<file path="config.mk">
export PLATFORM = sky130hd
export DESIGN_NAME = buffer_arbiter_16
export DESIGN_NICKNAME = d
export VERILOG_FILES = /design/src/rtl/buffer_arbiter_16.sv
export SDC_FILE = /design/constraint.sdc
export NUM_CORES = 1
export LEC_CHECK = 0
export CAP_MARGIN = 25
export CORE_MARGIN = 2
export CORE_UTILIZATION = 42
export DETAILED_ROUTE_END_ITERATION = 8
export PLACE_DENSITY = 0.78
export SLEW_MARGIN = 20
export SYNTH_ARGS = -nofsm -noshare
export SYNTH_HDL_FRONTEND = slang
export SYNTH_SLANG_ARGS = --single-unit
</file>
<file path="constraint.sdc">
create_clock -name clk -period 2.89 [get_ports clk]
set_input_delay 0.289 -clock clk [delete_from_list [all_inputs] [get_ports clk]]
set_output_delay 0.289 -clock clk [all_outputs]
set_load 0.02 [all_outputs]
</file>
<file path="src/rtl/buffer_arbiter_16.sv">
// Round-robin burst arbiter sharing one registered 16-bit valid/ready output stage
// between the DLX core (port 0) and the sharpening engine (port 1).
module buffer_arbiter_16 #(
   parameter int unsigned DW = 16,
   parameter int unsigned LW = 4
) (
   input  logic          clk,
   input  logic          rst_n,
   input  logic          req0,
   input  logic [LW-1:0] len0,
   input  logic [DW-1:0] d0,
   input  logic          vld0,
   input  logic          req1,
   input  logic [LW-1:0] len1,
   input  logic [DW-1:0] d1,
   input  logic          vld1,
   output logic          gnt0,
   output logic          gnt1,
   output logic [DW-1:0] out_d,
   output logic          out_vld,
   input  logic          out_rdy,
   output logic          busy,
   output logic          done
);

   typedef enum logic [1:0] {
      S_IDLE   = 2'd0,
      S_BURST0 = 2'd1,
      S_BURST1 = 2'd2
   } state_t;

   state_t        state_q;
   state_t        state_d;
   logic          ptr_q;
   logic [LW-1:0] len_q;
   logic [LW-1:0] count_q;
   logic          accept_c;
   logic          last_c;
   logic [DW-1:0] word_c;

   // State register
   always_ff @(posedge clk or negedge rst_n) begin
      if (!rst_n) state_q <= S_IDLE;
      else        state_q <= state_d;
   end

   // Next state: grant on request (pointer breaks ties), leave on last word or request drop
   always_comb begin
      state_d = state_q;
      case (state_q)
         S_IDLE: begin
            if (req0 && (!req1 || !ptr_q)) state_d = S_BURST0;
            else if (req1)                 state_d = S_BURST1;
         end
         S_BURST0: if (last_c || !req0) state_d = S_IDLE;
         S_BURST1: if (last_c || !req1) state_d = S_IDLE;
         default:  state_d = S_IDLE;
      endcase
   end

   // Word acceptance from the granted port while the output register can take it
   always_comb begin
      accept_c = 1'b0;
      word_c   = d0;
      case (state_q)
         S_BURST0: accept_c = vld0 && (!out_vld || out_rdy);
         S_BURST1: begin
            accept_c = vld1 && (!out_vld || out_rdy);
            word_c   = d1;
         end
         default: accept_c = 1'b0;
      endcase
      last_c = accept_c && (count_q == len_q);
   end

   // Grant, status, burst length/count and round-robin pointer
   always_ff @(posedge clk or negedge rst_n) begin
      if (!rst_n) begin
         gnt0    <= 1'b0;
         gnt1    <= 1'b0;
         busy    <= 1'b0;
         done    <= 1'b0;
         ptr_q   <= 1'b0;
         len_q   <= '0;
         count_q <= '0;
      end else begin
         gnt0 <= (state_d == S_BURST0);
         gnt1 <= (state_d == S_BURST1);
         busy <= (state_d != S_IDLE);
         done <= last_c;
         if (state_q == S_IDLE) begin
            count_q <= '0;
            if (state_d == S_BURST1)      len_q <= len1;
            else if (state_d == S_BURST0) len_q <= len0;
         end else begin
            if (accept_c) count_q <= count_q + LW'(1);
            if (state_d == S_IDLE) ptr_q <= (state_q == S_BURST0);
         end
      end
   end

   // Output register drains on its own, independent of the burst state
   always_ff @(posedge clk or negedge rst_n) begin
      if (!rst_n) begin
         out_d   <= '0;
         out_vld <= 1'b0;
      end else if (accept_c) begin
         out_d   <= word_c;
         out_vld <= 1'b1;
      end else if (out_rdy) begin
         out_vld <= 1'b0;
      end
   end

endmodule

</file>
-- After elaboration in Yosys (flattened, before gate mapping)
Cells that the tools add are included.
- equality and inequality tests: 5
- add/subtract/negate cells: 1
- bitwise gates (word level): 1
- reductions and logical operators: 20
- mux-type cells: 13
- operators by type and width (kind ; number):
    two-way mux 16 bit ; 1
    two-way mux 4 bit ; 4
    two-way mux 2 bit ; 4
    nonzero test 2 bit ; 4
    one-hot mux 2 bit (3 select lines) ; 1
    adder 4 x 1 -> 4 bit (second input constant) ; 1
    equality test 2 x 1 -> 1 bit (second input constant) ; 2
    equality test 2 bit (second input constant) ; 2
    equality test 4 bit ; 1
    logical AND 1 bit ; 4
    logical NOT 1 bit ; 4
    logical NOT 2 bit ; 2
    logical OR 1 bit ; 4
    AND reduction 2 bit ; 2
    two-way mux 1 bit ; 2
    one-hot mux 1 bit (2 select lines) ; 1
    NOT 1 bit ; 1
- bits in registers: 32
- output and inout bits: 21
- input port bits: 47

-- Depth between registers and ports, before layout
Gate-level depths: netlist of run 1.
- depth after elaboration: 11
- mapped depth: 13
- gate-level depth less buffers: 10

-- Worst setup path after synthesis of run 1
Ideal clock, no wire load.
- path kind: register to register
- start: register state_q[0]
- end: register len_q[0]
- buffers on the path: 3
- arrival time: 2316 ps
- period minus slack after synthesis: 2450 ps
- setup time: 134 ps
- stages on the path, launching flop included: 14
- slack: 440 ps
- cells stage by stage: dfrtp_1 > inv_1 > ha_1 > buf_6 > mux2_4 > nand3_2 > buf_6 > o211ai_2 > a21o_1 > ha_1 > and2_1 > clkbuf_1 > nor2_1 > a21oi_1
- word-level cells in the longest chain between the ends: 9
- elaborated cells between the ends (all ways): 17
- RTL lines (element ; line ; RTL):
    start, declared ; 32 ; state_t state_q;
    start signal, assigned ; 44 ; else state_q <= state_d;
    equality test 2 bit or equality test 2 x 1 -> 1 bit (tied branches) ; 50, 65 ;
    one-hot mux 1 bit (2 select lines) ; 65 ; case (state_q)
    logical AND 1 bit ; 73 ; last_c = accept_c && (count_q == len_q);
    logical OR 1 bit, on equally long branches ; 56, 55 ;
    two-way mux 2 bit, on equally long branches ; 56, 55 ;
    one-hot mux 2 bit (3 select lines) ; 50 ; case (state_q)
    equality test 2 x 1 -> 1 bit or equality test 2 bit (tied branches) ; 94, 93 ;
    nonzero test 2 bit (no source line) ; -- ;
    AND reduction 2 bit (no source line) ; -- ;
    end signal, assigned ; 93 ; if (state_d == S_BURST1) len_q <= len1;
    end signal, assigned ; 94 ; else if (state_d == S_BURST0) len_q <= len0;
    end, declared ; 35 ; logic [LW-1:0] len_q;
Several ways; a longest one is shown, not always the timed one.
A chain may end at the register's enable or synchronous reset.

-- Worst setup path after layout of run 1
- start: register state_q[0]
- end: register len_q[1]
- word-level cells in the longest chain between the ends: 9
- elaborated cells between the ends (all ways): 17
- RTL lines (element ; line ; RTL):
    equality test 2 bit or equality test 2 x 1 -> 1 bit (tied branches) ; 50, 65 ;
    one-hot mux 1 bit (2 select lines) ; 65 ;
    logical AND 1 bit ; 73 ;
    logical OR 1 bit, on equally long branches ; 56, 55 ;
    two-way mux 2 bit, on equally long branches ; 56, 55 ;
    one-hot mux 2 bit (3 select lines) * ; 50 ;
    named net state_d[1] ; 33 ; state_t state_d;
    equality test 2 x 1 -> 1 bit or equality test 2 bit (tied branches) ; 94, 93 ;
    nonzero test 2 bit (no source line) ; -- ;
    AND reduction 2 bit (no source line) ; -- ;
The timed path passes the listed nets; every way through them passes the cells marked *.

==> results.py, run 1 <==
metrics = {
    "clock_tree": {
        "cts-root-buf": "clkbuf_8",
        "htreeDepth": 2,
        "tritoncts": "yes",
        "numCtsBuffers": 5,
        "cts-hold-fix-buffers": 0,
        "cts_setup_buffers": 0,
        "clk_pin_slew_ps": 60,
        "clk_latency_ps": 280,
        "postCtsResizedCells": 0,
        "clk_path_buf_depth": 2,
        "clock-sinks": 32,
    },
    "timing": {
        "setup_tns_ps": 0,
        "slew_viol_final": 0,
        "rsz0062_at_grt": "false",
        "min_period_over_period": 0.815,
        "worst_pin_slew_ps": 394,
        "setup_viol": 0,
        "fin_crit_ps": 2350,
        "skew_ps": 2.20,
        "slew_headroom": 0.737,
        "hold_violations": 0,
        "fmax_mhz": 425,
        "hold_ws_ps": 397,
    },
    "synth": {
        "ys_types": 27,
        "synth-xor-area-share": 0.0381,
        "synthesis.area_mm2": 0.00161,
        "synth_top_area_frac": 0.498,
        "ys_seq_elements": 32,
        "yosys.area.top_type": "dfrtp_1",
        "synth_simple_gate_area_frac": 0.104,
        "synth-adder-area-share": 0.0623,
        "yosysSeqAreaShare": 0.498,
        "yosys_warnings": 0,
        "synth_mux_area_frac": 0.140,
        "synth-compound-area-share": 0.113,
        "synthesis.nets": 203,
        "syn_area_per_cell_um2": 10.9,
        "syn_inst": 148,
        "netlist_top_cells_area": "dfrtp_1, mux2i_1, ha_1, o21ai_0, nand2_1",
        "synth_top_family_by_area": "multiplexers",
    },
    "floorplanning": {
        "die_x_um": 65.9,
        "die-height_um": 65.9,
        "start_util": 0.439,
        "coreArea_mm2": 0.00366,
        "row_count": 22,
        "dieArea_mm2": 0.00434,
        "ios": 68,
    },
    "place": {
        "dpl.cell_count": 258,
        "dpl.hpwl_um": 2750,
        "portBuffers": 67,
        "place_congestion": 0.738,
        "placed_area_mm2": 0.00230,
    },
    "finish": {
        "final_common_cell": "clkdlybuf4s50_1",
        "nets": 272,
        "syn_to_final_growth_pct": 49.0,
        "layout_common_cells": "clkdlybuf4s50_1, dfrtp_1, mux2i_1, nand2_1, o21ai_0",
        "layout.area.seq_um2": 801,
        "fin_area_mm2": 0.00240,
        "insertedDiodeCount": 0,
        "fill_cells": 293,
        "drive_gt1_frac": 0.0645,
        "final_cells": 265,
        "multiInputGateArea_um2": 734,
    },
    "power_and_ir_drop": {
        "irDropWorstVdd_uv": 489,
        "p_seq_frac": 0.322,
        "power_w": 0.00236,
        "p_switching_w": 0.000925,
        "power_density_mw_per_mm2": 983,
        "intPower_w": 0.00143,
        "power_frac_comb": 0.522,
        "pwr-share-clk": 0.156,
        "p_leak_nw": 1.04,
        "switching_share": 0.393,
    },
    "critical_path": {
        "critPathKind": "register to register",
        "crit_path_start_kind": "register",
        "crit_required_ps": 3050,
        "end_kind": "register",
        "worstPathMaxFanout": 5,
        "cp.arrival_ps": 2520,
    },
    "detailed_routing": {
        "drtAntennaViolNets": 0,
        "postRouteWirelength_um": 3570,
        "drt_iter0_markers": 38,
        "drc": 0,
        "vias": 1294,
        "viasPerCell": 4.88,
        "dr.pass1.iters": 4,
        "avgRoutedWirePerCell_um": 13.5,
    },
    "run_status": {
        "outcome": "complete, no violations",
    },
    "grt": {
        "antenna_found_initial": 0,
        "grtUsageTotal": 0.185,
        "grt_overflow": 0,
        "grt_max_degree": 37,
        "grt_pass1_vias": 1371,
        "grt_pass1_wl_um": 5950,
    },
    "worst_hold_path": {
        "hp-class": "input port to async pin",
    },
    "job": {
        "drv_cap": 0,
    },
}
[flip-flops by register name, indices dropped and copies added (netlist names)]
name	flops
out_d	16
count_q	4
len_q	4
state_q	2
busy	1
done	1
gnt0	1
gnt1	1
out_vld	1
ptr_q	1
[final cells by class]
| cell class | instances | share of cell area |
|---|---|---|
| repair buffers | 70 | 0.289 |
| multi-input cells | 105 | 0.307 |
| flip-flops and latches | 32 | 0.334 |
| clock buffers | 7 | 0.0402 |
| well taps | 48 | 0.0251 |
| inverters | 3 | 0.00470 |
[metrics by stage]
step	worst slack (ps)	utilization
floorplan	440	-
global placement	670	0.628
detailed placement	547	0.628
CTS	519	0.654
global route	384	0.654
finish	535	0.654
[cell usage after synthesis]
| cell | count |
|---|---|
| a21boi_0 | 1 |
| a21o_1 | 2 |
| a21oi_1 | 6 |
| a22o_1 | 1 |
| and2_1 | 1 |
| and3_1 | 1 |
| buf_1 | 1 |
| buf_2 | 1 |
| buf_6 | 4 |
| clkbuf_1 | 2 |
| dfrtp_1 | 32 |
| ha_1 | 8 |
| inv_1 | 3 |
| mux2_4 | 1 |
| mux2i_1 | 21 |
| nand2_1 | 18 |
| nand2b_1 | 1 |
| nand3_2 | 1 |
| nand3b_1 | 1 |
| nand4_1 | 3 |
| nor2_1 | 10 |
| nor2b_1 | 1 |
| o211ai_2 | 2 |
| o21ai_0 | 17 |
| o21ai_1 | 2 |
| xnor2_1 | 4 |
| xor2_1 | 3 |
[power by group through the flow]
stage               combinational, W  clock (W)  sequential [W]
global route                 0.00135   0.000399        0.000785
detailed placement           0.00124          0        0.000767
CTS                          0.00125   0.000377        0.000759
finish                       0.00123   0.000366        0.000758
floorplan                   0.000660          0        0.000914
global placement             0.00120          0        0.000754
[per-layer routing]
metal / vias to the layer above / share of wire / routed length, µm / global-route usage
li1: 641 / - / - / -
met1: 589 / 0.42 / 1500 / 0.206
met2: 55 / 0.46 / 1640 / 0.303
met3: 9 / 0.091 / 326 / 0.0528
met4: 0 / 0.028 / 99 / 0.128
met5: - / 0 / 0 / 0
[kinds of logic (layout without fill, tap and decap cells)]
group	after synthesis	after routing
mux	22	22
buf+inv	11	80
flops	32	32
simple gates	37	37
xor+xnor	7	7
compound gates	31	31
fa+ha+maj	8	8
[worst max-delay path, cell delays in order (launching register included)]
cell and delay [ps]:
dfrtp_1 420, inv_1 120, ha_1 230, mux2_4 330, nand3_2 110, o211ai_2 110
a21oi_1 220, ha_1 350, mux2i_1 250, a21oi_1 80
[path summary, 6_finish.rpt]
path / slack, ps / depth (start not counted) / end / from
setup reg to reg: 540 / 9 / len_q[1] / state_q[0]
setup / recovery: 540 / 9 / len_q[1] / state_q[0]
hold / removal: 400 / 2 / out_d[5] / rst_n
hold reg to reg: 480 / 2 / out_d[4] / out_d[4]
min in group clk: 480 / 2 / out_d[4] / out_d[4]
max in group asynchronous: 2200 / 2 / out_d[4] / rst_n
No activity file was read; power rests on OpenSTA's default activity.
==> inputs of run 2 (changes only) <==
- clock period: 2.89 -> 2.2 ns (I/O delays scaled with it)
==> results.py, run 2 (synthesis results as in run 1) <==
metrics = {
    "clock_tree": {
        "clk_latency_ps": 290,
        "cts-root-buf": "clkbuf_8",
        "tritoncts": "yes",
        "htreeDepth": 2,
        "clock-sinks": 32,
        "numCtsBuffers": 5,
        "cts-hold-fix-buffers": 0,
        "clk_pin_slew_ps": 70,
        "clk_path_buf_depth": 2,
    },
    "detailed_routing": {
        "avgRoutedWirePerCell_um": 13.9,
        "drc": 0,
        "drt_iter0_markers": 41,
        "drtAntennaViolNets": 0,
        "postRouteWirelength_um": 3790,
        "viasPerCell": 5.02,
        "dr.pass1.iters": 4,
        "vias": 1366,
    },
    "place": {
        "pre_cts_slack_ps": 23.9,
        "placed_area_mm2": 0.00234,
        "portBuffers": 67,
        "dpl.hpwl_um": 2780,
        "place_congestion": 0.817,
    },
    "critical_path": {
        "reg2reg_slack_ps": 90,
        "cp.arrival_ps": 2290,
        "crit_path_start_kind": "register",
        "crit_required_ps": 2380,
        "end_kind": "register",
        "path_cells": "inv_2 > ha_4 > mux2_4 > nand3_4 > o211ai_2 > a21o_1 > ha_1 > and2_4 > nor2_1 > a21oi_1",
        "slowest_stage": "dfrtp_1",
        "critPathKind": "register to register",
        "worstPathMaxFanout": 8,
        "cpPeakStageDelay_ps": 390,
    },
    "grt": {
        "grtUsageTotal": 0.182,
        "grt_max_degree": 37,
        "antenna_found_initial": 0,
        "grt_overflow": 0,
        "grt_pass1_vias": 1322,
        "grt_pass1_wl_um": 5990,
    },
    "floorplanning": {
        "ios": 68,
        "coreArea_mm2": 0.00366,
        "start_util": 0.439,
        "dieArea_mm2": 0.00434,
        "die_x_um": 65.9,
        "die-height_um": 65.9,
        "row_count": 22,
    },
    "finish": {
        "insertedDiodeCount": 0,
        "largest_register": "out_d",
        "fin_area_mm2": 0.00252,
        "nets": 278,
        "post-route-util": 0.689,
        "drive_gt1_frac": 0.134,
        "syn_to_final_growth_pct": 56.8,
        "layout_common_cells": "clkdlybuf4s50_1, dfrtp_1, mux2i_1, nand2_1, o21ai_0",
        "final_common_cell": "clkdlybuf4s50_1",
        "top_regs": "out_d (16), count_q (4), len_q (4)",
        "largest_register_ffs": 16,
    },
    "timing": {
        "setup_ws_ps": 91.1,
        "slew_headroom": 0.732,
        "setup_viol": 0,
        "slew_viol_final": 0,
        "worst_pin_slew_ps": 402,
        "fmax_mhz": 474,
        "skew_ps": 7.42,
        "hold_violations": 0,
        "min_period_over_period": 0.959,
        "hold_ws_ps": 332,
        "fin_crit_ps": 2110,
    },
    "power_and_ir_drop": {
        "irDropWorstVdd_uv": 811,
        "power_frac_comb": 0.529,
        "switching_share": 0.382,
        "intPower_w": 0.00212,
        "p_switching_w": 0.00131,
        "p_seq_frac": 0.288,
        "p_leak_nw": 1.08,
        "pwr-share-clk": 0.182,
        "power_density_mw_per_mm2": 1360,
    },
    "run_status": {
        "outcome": "complete, no violations",
    },
    "worst_hold_path": {
        "hp-class": "input port to async pin",
    },
    "job": {
        "drv_cap": 0,
    },
}
-- run 2: metrics by stage --
stage	total power (W)	setup TNS, ps	std cells
final	0.00343	0	272
after global routing	0.00367	-67.4	272
after CTS	0.00333	0	270
after detailed placement	0.00271	0	262
after global placement	0.00264	0	262
after floorplan	0.00212	-511	148
-- run 2: repair_timing --
item	CTS	global route
endpoints found under the hold margin	0	0
gates resized for setup	0	10
setup buffers	0	2
setup endpoints to repair	0	4
-- run 2: final timing paths --
kind                             from         to  cells past startpoint
min in group clk             out_d[9]   out_d[9]                      2
min reg2reg                  out_d[9]   out_d[9]                      2
max in group asynchronous       rst_n       busy                      2
max reg2reg                state_q[0]   len_q[0]                     10
max                        state_q[0]   len_q[0]                     10
min                             rst_n  out_d[13]                      2
-- run 2: critical path: cells and delay by family, from the launching register on --
| kind | cells | cell delay [ps] |
|---|---|---|
| AOI/OAI and AO/OA | 3 | 360 |
| adders and majority gates | 2 | 450 |
| buffers and inverters | 1 | 90 |
| DFF | 1 | 390 |
| muxes | 1 | 330 |
| and+or+nand+nor | 3 | 380 |
-- run 2: power groups by stage --
stage               Clock (W)  Sequential (W)  Combinational [W]
global route         0.000662         0.00102            0.00199
global placement            0        0.000985            0.00166
CTS                  0.000629        0.000991            0.00171
floorplan                   0         0.00121           0.000909
finish               0.000625        0.000990            0.00182
detailed placement          0         0.00100            0.00171
-- run 2: final cells by class --
class / count / area, µm²
fillers: 275 / 1140
flip-flops and latches: 32 / 801
multi-input cells: 105 / 785
repair buffers: 76 / 738
clock buffers: 7 / 96.3
well taps: 48 / 60.1
clock inverters: 1 / 30.0
inverters: 3 / 11.3
-- run 2: layer usage --
layer,routed length [µm],GRT usage
met4,38,0.0573
met1,1570,0.211
met5,0,0
met3,394,0.0630
met2,1790,0.314
==> inputs of run 3 (changes only) <==
- CORE_MARGIN: 2 -> 4
==> results.py, run 3 (synthesis results as in run 1) <==
metrics = {
    "timing": {
        "rsz0062_at_grt": "true",
        "fin_crit_ps": 2090,
        "min_period_over_period": 0.949,
        "setup_viol": 0,
        "hold_violations": 0,
        "setup_tns_ps": 0,
        "slew_headroom": 0.734,
        "skew_ps": 2.65,
        "fmax_mhz": 479,
        "worst_pin_slew_ps": 398,
        "slew_viol_final": 0,
    },
    "clock_tree": {
        "numCtsBuffers": 5,
        "clk_latency_ps": 280,
        "clock-sinks": 32,
        "tritoncts": "yes",
        "clk_pin_slew_ps": 60,
        "htreeDepth": 2,
        "clk_path_buf_depth": 2,
        "cts-root-buf": "clkbuf_8",
        "cts-hold-fix-buffers": 0,
    },
    "power_and_ir_drop": {
        "power_w": 0.00315,
        "irDropWorstVdd_uv": 630,
        "p_leak_nw": 1.04,
        "p_seq_frac": 0.316,
        "pwr-share-clk": 0.132,
        "p_switching_w": 0.00127,
        "intPower_w": 0.00188,
        "power_frac_comb": 0.551,
        "switching_share": 0.402,
        "power_density_mw_per_mm2": 1300,
    },
    "place": {
        "dpl.hpwl_um": 2980,
        "place_congestion": 0.821,
        "portBuffers": 67,
    },
    "finish": {
        "largest_register": "out_d",
        "top_regs": "out_d (16), count_q (4), len_q (4)",
        "insertedDiodeCount": 0,
        "syn_to_final_growth_pct": 50.6,
        "largest_register_ffs": 16,
        "layout_common_cells": "clkdlybuf4s50_1, dfrtp_1, mux2i_1, nand2_1, o21ai_0",
        "nets": 275,
        "drive_gt1_frac": 0.0955,
        "final_common_cell": "clkdlybuf4s50_1",
    },
    "critical_path": {
        "startpoint": "state_q[0]",
        "crit_required_ps": 2370,
        "crit_path_start_kind": "register",
        "cp_num_buf_inv": 1,
        "worstPathMaxFanout": 8,
        "critPathKind": "register to register",
        "slowest_stage": "dfrtp_1",
        "path_cells": "inv_2 > ha_4 > mux2_4 > nand3_2 > o211ai_2 > a21o_1 > ha_1 > and2_4 > nor2_1 > a21oi_1",
        "cpPeakStageDelay_ps": 390,
        "cp.arrival_ps": 2250,
        "end_kind": "register",
        "r2r-start": "state_q[0]",
        "crit_family": "adder cells",
    },
    "worst_hold_path": {
        "hp-class": "input port to async pin",
    },
    "floorplanning": {
        "die-height_um": 69.9,
        "die_x_um": 69.9,
        "ios": 68,
        "row_count": 22,
        "coreArea_mm2": 0.00369,
        "dieArea_mm2": 0.00488,
        "start_util": 0.436,
    },
    "grt": {
        "grt_overflow": 0,
        "grt_pass1_vias": 1392,
        "grt_pass1_wl_um": 6640,
        "grtUsageTotal": 0.170,
        "antenna_found_initial": 0,
        "grt_max_degree": 37,
    },
    "run_status": {
        "outcome": "complete, no violations",
    },
    "detailed_routing": {
        "vias": 1344,
        "viasPerCell": 5.01,
        "drt_iter0_markers": 74,
        "drc": 0,
        "drtAntennaViolNets": 0,
        "avgRoutedWirePerCell_um": 14.6,
        "dr.pass1.iters": 4,
        "postRouteWirelength_um": 3920,
    },
    "job": {
        "drv_cap": 0,
    },
}
==> run 3: repair_timing <==
action                     CTS  global route
gates resized for setup      0             4
setup endpoints to repair    0             4
setup buffers                0             0
==> run 3: layer usage <==
layer / track usage / vias to the layer above / part of all wire
met4: 0.0489 / 0 / 0.015
met3: 0.0691 / 6 / 0.082
met2: 0.280 / 60 / 0.47
li1: - / 648 / -
met5: 0 / - / 0
met1: 0.204 / 630 / 0.44
==> run 3: cell type report <==
cell class              count  area [µm²]
multi-input cells         105         756
inverters                   3        11.3
fillers                   305        1270
flip-flops and latches     32         801
repair buffers             73         716
clock inverters             1        5.00
clock buffers               6        72.6
well taps                  48        60.1
==> run 3: power groups by stage <==
stage	logic (W)	clock network [W]	registers (W)
5_1_grt	0.00190	0.000463	0.00103
6_report	0.00174	0.000417	0.000996
3_3_place_gp	0.00165	0	0.000991
3_5_place_dp	0.00171	0	0.00101
4_1_cts	0.00173	0.000428	0.000998
2_1_floorplan	0.000909	0	0.00121
==> run 3: path summary, 6_finish.rpt <==
check                                   to  slack (ps)  cells after the start
worst max-delay path              len_q[0]         110                     10
worst min-delay path             out_d[10]         340                      2
worst max register to register    len_q[0]         110                     10
worst min register to register   out_d[14]         480                      2
max in group asynchronous       count_q[3]        1570                      2
min in group clk                 out_d[14]         480                      2
==> run 3: metrics by stage <==
stage / setup slack (ps) / util / cells / hold slack [ps] / area, µm²
floorplan: -139 / - / 148 / -75.6 / 1630
detailed placement: 29.3 / 0.633 / 261 / 473 / 2330
global route: -16.3 / 0.656 / 268 / 361 / 2420
CTS: 28.3 / 0.654 / 268 / 348 / 2410
global placement: 113 / 0.633 / 261 / 464 / 2330
finish: 113 / 0.656 / 268 / 336 / 2420
